File: src/rtl/disp_pkg.sv
// rtl/disp_pkg.sv - shared state encodings and blanking constants for the display scheduler
package disp_pkg;

    typedef enum logic [1:0] {
        IDLE = 2'd0,
        NOTE = 2'd1,
        MSG  = 2'd2
    } disp_state_e;

    localparam logic [3:0] BLANK_ALL  = 4'b1111;
    localparam logic [3:0] BLANK_NONE = 4'b0000;

endpackage

File: src/rtl/tick_prescaler.sv
// rtl/tick_prescaler.sv - free-running 0..TICK_DIV-1 counter emitting a one-cycle tick at wrap
module tick_prescaler #(
    parameter int TICK_DIV = 100000
) (
    input  logic clk,
    input  logic reset,
    input  logic clr,
    output logic tick
);

    localparam int CW = (TICK_DIV > 1) ? $clog2(TICK_DIV) : 1;

    logic [CW-1:0] cnt_q, cnt_d;

    assign tick = (cnt_q == CW'(TICK_DIV - 1));

    always_comb begin
        cnt_d = cnt_q + CW'(1);
        if (clr || tick) begin
            cnt_d = '0;
        end
    end

    always_ff @(posedge clk or posedge reset) begin
        if (reset) begin
            cnt_q <= '0;
        end else begin
            cnt_q <= cnt_d;
        end
    end

endmodule

File: src/rtl/seg_display_scheduler.sv
// rtl/seg_display_scheduler.sv - arbitrates the 4-digit 7-seg display between live note and timed overlay messages
module seg_display_scheduler
    import disp_pkg::*;
#(
    parameter int TICK_DIV = 100000,
    parameter int HOLD_MS  = 1500,
    parameter int MIN_MS   = 200,
    parameter int BLINK_MS = 250
) (
    input  logic        clk,
    input  logic        reset,
    input  logic        note_valid,
    input  logic [15:0] note_val,
    input  logic        msg_valid,
    input  logic [15:0] msg_data,
    input  logic        msg_dp,
    input  logic        msg_blink,
    output logic        msg_ready,
    output logic [3:0]  val0,
    output logic [3:0]  val1,
    output logic [3:0]  val2,
    output logic [3:0]  val3,
    output logic        dp_out,
    output logic [3:0]  blank,
    output logic        msg_active
);

    localparam int EW = $clog2(HOLD_MS + 1);
    localparam int BW = (BLINK_MS > 1) ? $clog2(BLINK_MS + 1) : 1;

    disp_state_e   state_q, state_d;
    logic [EW-1:0] elapsed_q, elapsed_d;
    logic [BW-1:0] bcnt_q, bcnt_d;
    logic          phase_q, phase_d;
    logic [15:0]   mdata_q, mdata_d;
    logic          mdp_q, mdp_d;
    logic          mblink_q, mblink_d;
    logic [15:0]   val_q, val_d;
    logic          dp_q, dp_d;
    logic [3:0]    blank_q, blank_d;
    logic          ready_q, ready_d;
    logic          active_q, active_d;
    logic          tick;
    logic          accept;

    assign accept = msg_valid && ready_q;

    tick_prescaler #(.TICK_DIV(TICK_DIV)) u_prescaler (
        .clk   (clk),
        .reset (reset),
        .clr   (accept),
        .tick  (tick)
    );

    always_comb begin
        state_d   = state_q;
        elapsed_d = elapsed_q;
        bcnt_d    = bcnt_q;
        phase_d   = phase_q;
        mdata_d   = mdata_q;
        mdp_d     = mdp_q;
        mblink_d  = mblink_q;
        val_d     = val_q;
        dp_d      = 1'b0;
        blank_d   = BLANK_ALL;

        case (state_q)
            IDLE: if (note_valid) state_d = NOTE;
            NOTE: if (!note_valid) state_d = IDLE;
            MSG: begin
                if (tick) begin
                    elapsed_d = elapsed_q + EW'(1);
                    if (bcnt_q == BW'(BLINK_MS - 1)) begin
                        bcnt_d  = '0;
                        phase_d = ~phase_q;
                    end else begin
                        bcnt_d = bcnt_q + BW'(1);
                    end
                    // Exit on the edge where elapsed reaches HOLD_MS so the message occupies exactly HOLD_MS ms.
                    if (elapsed_d == EW'(HOLD_MS)) begin
                        state_d   = note_valid ? NOTE : IDLE;
                        elapsed_d = '0;
                        bcnt_d    = '0;
                        phase_d   = 1'b0;
                    end
                end
            end
            default: state_d = IDLE;
        endcase

        // A new accept overrides any expiry on the same edge.
        if (accept) begin
            state_d   = MSG;
            elapsed_d = '0;
            bcnt_d    = '0;
            phase_d   = 1'b0;
            mdata_d   = msg_data;
            mdp_d     = msg_dp;
            mblink_d  = msg_blink;
        end

        case (state_d)
            NOTE: begin
                val_d   = note_val;
                blank_d = BLANK_NONE;
            end
            MSG: begin
                val_d   = mdata_d;
                dp_d    = mdp_d;
                blank_d = (mblink_d && phase_d) ? BLANK_ALL : BLANK_NONE;
            end
            default: ;
        endcase

        ready_d  = !((state_d == MSG) && (elapsed_d < EW'(MIN_MS)));
        active_d = (state_d == MSG);
    end

    always_ff @(posedge clk or posedge reset) begin
        if (reset) begin
            state_q   <= IDLE;
            elapsed_q <= '0;
            bcnt_q    <= '0;
            phase_q   <= 1'b0;
            mdata_q   <= '0;
            mdp_q     <= 1'b0;
            mblink_q  <= 1'b0;
            val_q     <= '0;
            dp_q      <= 1'b0;
            blank_q   <= BLANK_ALL;
            ready_q   <= 1'b0;
            active_q  <= 1'b0;
        end else begin
            state_q   <= state_d;
            elapsed_q <= elapsed_d;
            bcnt_q    <= bcnt_d;
            phase_q   <= phase_d;
            mdata_q   <= mdata_d;
            mdp_q     <= mdp_d;
            mblink_q  <= mblink_d;
            val_q     <= val_d;
            dp_q      <= dp_d;
            blank_q   <= blank_d;
            ready_q   <= ready_d;
            active_q  <= active_d;
        end
    end

    assign val0       = val_q[3:0];
    assign val1       = val_q[7:4];
    assign val2       = val_q[11:8];
    assign val3       = val_q[15:12];
    assign dp_out     = dp_q;
    assign blank      = blank_q;
    assign msg_ready  = ready_q;
    assign msg_active = active_q;

endmodule

File: config.mk
export PLATFORM = sky130hd
export DESIGN_NAME = seg_display_scheduler
export DESIGN_NICKNAME = d
export VERILOG_FILES = /design/src/rtl/disp_pkg.sv /design/src/rtl/tick_prescaler.sv /design/src/rtl/seg_display_scheduler.sv
export SDC_FILE = /design/constraint.sdc
export NUM_CORES = 1
export LEC_CHECK = 0
export ABC_CLOCK_PERIOD_IN_PS = 7610
export BUFFER_PORTS_ARGS = -buffer_cell sky130_fd_sc_hd__buf_2
export CAP_MARGIN = 20
export CORE_MARGIN = 3
export CORE_UTILIZATION = 40
export DETAILED_ROUTE_END_ITERATION = 10
export HOLD_SLACK_MARGIN = 0.15
export PLACE_DENSITY = 0.66
export SETUP_SLACK_MARGIN = 0.5
export SYNTH_ARGS = -nofsm -noshare
export SYNTH_HDL_FRONTEND = slang
export SYNTH_SLANG_ARGS = --single-unit
File: constraint.sdc
create_clock -name clk -period 7.61 [get_ports clk]
set_input_delay 0.761 -clock clk [delete_from_list [all_inputs] [get_ports clk]]
set_output_delay 0.761 -clock clk [all_outputs]
set_load 0.01 [all_outputs]
==> reports/results.ini <==
[timing]
whs_ns = 0.479
tightest_slew_ns = 0.959
setup_viol = 0
grt_setup_unrepaired = no
min_period_ns = 3.47
finalSetupTns_ns = 0
finalHoldViolCount = 0
skew_ns = 0.0135
fmax_ghz = 0.288
maxSlewHeadroom_pct = 36.1
setup_slack_ns = 4.14
fin_crit_sh_pct = 45.7
maxSlewViolCount = 0

[global_routing]
grt_first_pass_wirelength_um = 13800
grt_pass1_vias = 2919
grt_max_degree = 78
antenna_found_initial = 0
overflow = 0
groute.usage.overall_pct = 16.5

[synthesis]
synthesis.area_sq_um = 3730
yosysWarnings = 0
synth_fp_nets = 446
synth_mux_area_share_pct = 5.09
synth_top_family_by_area = simple AND/OR/NAND/NOR gates
synthXorXnorAreaFrac_pct = 3.75
synth_cell_type_count = 49
synth-seq-cells = 77
synth.avg_cell_area_sq_um = 9.29
synthAdderAreaFrac_pct = 2.01
synthSimpleGateAreaFrac_pct = 24.4
syn_inst = 402
yosysSeqAreaShare_pct = 51.6
synth_compound_area_share_pct = 10.2

[cts]
cts_buffers = 9
htreeDepth = 3
post_cts_resized = 0
tritoncts = built
post_cts_buffers = 0
cts_buffer_depth = 2
cts.sinks = 77
clk_latency_ns = 0.36
cts-root-buf = clkbuf_8
ctsHoldBuffers = 0
path_clk_slew_ns = 0.10

[place]
hpwl_um = 5370
post-place-ws_ns = 4.08
gp_congestion = 0.865
io_buffers = 60

[run_status]
status = finished, final reports clean

[layout]
area_delta_synth_final_pct = 15.5
final_common_cell = nand2_1
finalNetCount = 501
multi_input_comb_area_sq_um = 1690
diodes = 0
layout_common_cells = 100 x nand2_1, 76 x dfrtp_1, 60 x buf_2, 32 x o21ai_0, 29 x nor2_1
fillCellCount = 825
layout-drive-gt1-share_pct = 20.1
regArea_sq_um = 1930

[detailed_routing]
drtPass1Iterations = 4
ant_nets = 0
drc = 0
vias = 2979
vias_per_cell = 5.23
drt-wirelength-per-cell_um = 14.0
drt-initial-drc-count = 202
drt-total-wl_um = 7970

[pwr]
power.leakage_nw = 2.04
total_power_w = 0.00133
ir_drop_uv = 169
power_density_nw_per_um2 = 308

[floorplanning]
die_w_um = 103
initial_core_util_pct = 42.0
rows = 34
fp.dieH_um = 103
num_io_pins = 61
die_area_sq_um = 10500
core_area_sq_um = 8890

[critical_path]
startpoint_type = register
crit_path_end_kind = register
worstPathRequired_ns = 7.81
cp.arrival_ns = 3.68
crit_fanout = 32
critPathKind = register to register

[run]
max_cap_viol_count = 0

[hold_path]
hold_path_class = register to register

[flip-flops by register name, indices dropped and copies added, names as in the netlist]
| name | flops |
|---|---|
| bcnt_q | 8 |
| blank | 1 |
| dp_out | 1 |
| elapsed_q | 11 |
| mblink_q | 1 |
| mdata_q | 16 |
| mdp_q | 1 |
| msg_active | 1 |
| msg_ready | 1 |
| phase_q | 1 |
| state_q | 2 |
| u_prescaler.cnt_q | 17 |
| val_q | 16 |
[power by group]
group / switching [W] / internal (W) / leakage [nW] / total (W)
clock network: 0.000167 / 0.000123 / 0.0886 / 0.000290
registers: 0.0000516 / 0.000526 / 1.00 / 0.000577
logic: 0.000275 / 0.000186 / 0.949 / 0.000461
total: 0.000493 / 0.000835 / 2.04 / 0.00133
[cell families after synthesis]
group	after synthesis
adders and majority gates	6
and+or+nand+nor	194
buffers and inverters	26
muxes	19
AOI/OAI and AO/OA	64
xor gates and xnor gates	16
DFF	77
[per-layer routing]
layer  track usage [%]  up-vias  part of all wire [%]
met1              23.6     1426                    48
met4              4.84        0                  0.73
met3              4.87        6                   5.3
met2              24.3       69                    46
li1                  -     1478                     -
met5                 0        -                     0
[path summary, 6_finish.rpt]
kind / startpoint / end / slack, ns / cells past startpoint
setup / recovery: elapsed_q[3]$_DFF_PP0_ / val_q[14]$_DFFE_PP0P_ / 4.14 / 9
hold / removal: mdp_q$_DFF_PP0_ / mdp_q$_DFF_PP0_ / 0.48 / 2
setup reg to reg: elapsed_q[3]$_DFF_PP0_ / val_q[14]$_DFFE_PP0P_ / 4.14 / 9
hold reg to reg: mdp_q$_DFF_PP0_ / mdp_q$_DFF_PP0_ / 0.48 / 2
max in group asynchronous: reset / elapsed_q[1]$_DFFE_PP0P_ / 6.30 / 3
min in group asynchronous: reset / u_prescaler.cnt_q[13]$_DFF_PP0_ / 0.70 / 3
[final cells by class]
cell class | instances | share of cell area [%]
Sequential cell | 77 | 44.7
Timing Repair Buffer | 64 | 8.13
Clock inverter | 7 | 1.33
Multi-Input combinational cell | 299 | 39.3
Inverter | 6 | 0.522
Tap cell | 108 | 3.13
Clock buffer | 9 | 2.87
[through the flow]
| step | util [%] | instance area, sq um | instances |
|---|---|---|---|
| after global placement | 46.1 | 4100 | 553 |
| after floorplan | - | 3730 | 402 |
| after detailed placement | 46.1 | 4100 | 553 |
| after global routing | 48.5 | 4310 | 570 |
| after CTS | 48.2 | 4280 | 569 |
| final | 48.5 | 4310 | 570 |
[Yosys cell counts, drive strengths merged]
cell type	n	area share, %
or2	2	0.34
nor3	11	1.6
o22ai	2	0.34
o221a	1	0.30
a211o	1	0.23
nor4b	1	0.23
a22oi	1	0.20
nor4	3	1.1
or4	2	0.50
a31oi	4	0.84
and2b	1	0.20
dfrtp	76	51
nand2	101	10
nand4	3	0.50
o21ai	35	4.7
o32ai	1	0.23
o21bai	1	0.20
ha	6	2.0
a41oi	1	0.23
and2	7	1.2
a22o	1	0.23
clkbuf	15	1.5
a211oi	1	0.20
o311ai	2	0.47
nor2	29	2.9
nand4b	2	0.47
xor2	10	2.3
mux2i	19	5.1
buf	5	0.87
or3	5	0.84
nand2b	6	1.0
and3	3	0.50
or4b	2	0.64
dfstp	1	0.70
inv	6	0.60
o31ai	2	0.40
a21oi	11	1.6
xnor2	6	1.4
nand3	16	2.1
[critical path: stages, from the launching register on]
cell and delay [ns]:
dfrtp_1 0.42, nand3_1 0.15, or3_1 0.46, or3_1 0.35
a31oi_2 0.51, nand2_1 0.15, o21ai_1 0.18, and3_1 0.20
ha_1 0.70, o21ai_0 0.21
Power figures use the tool's default switching activity.
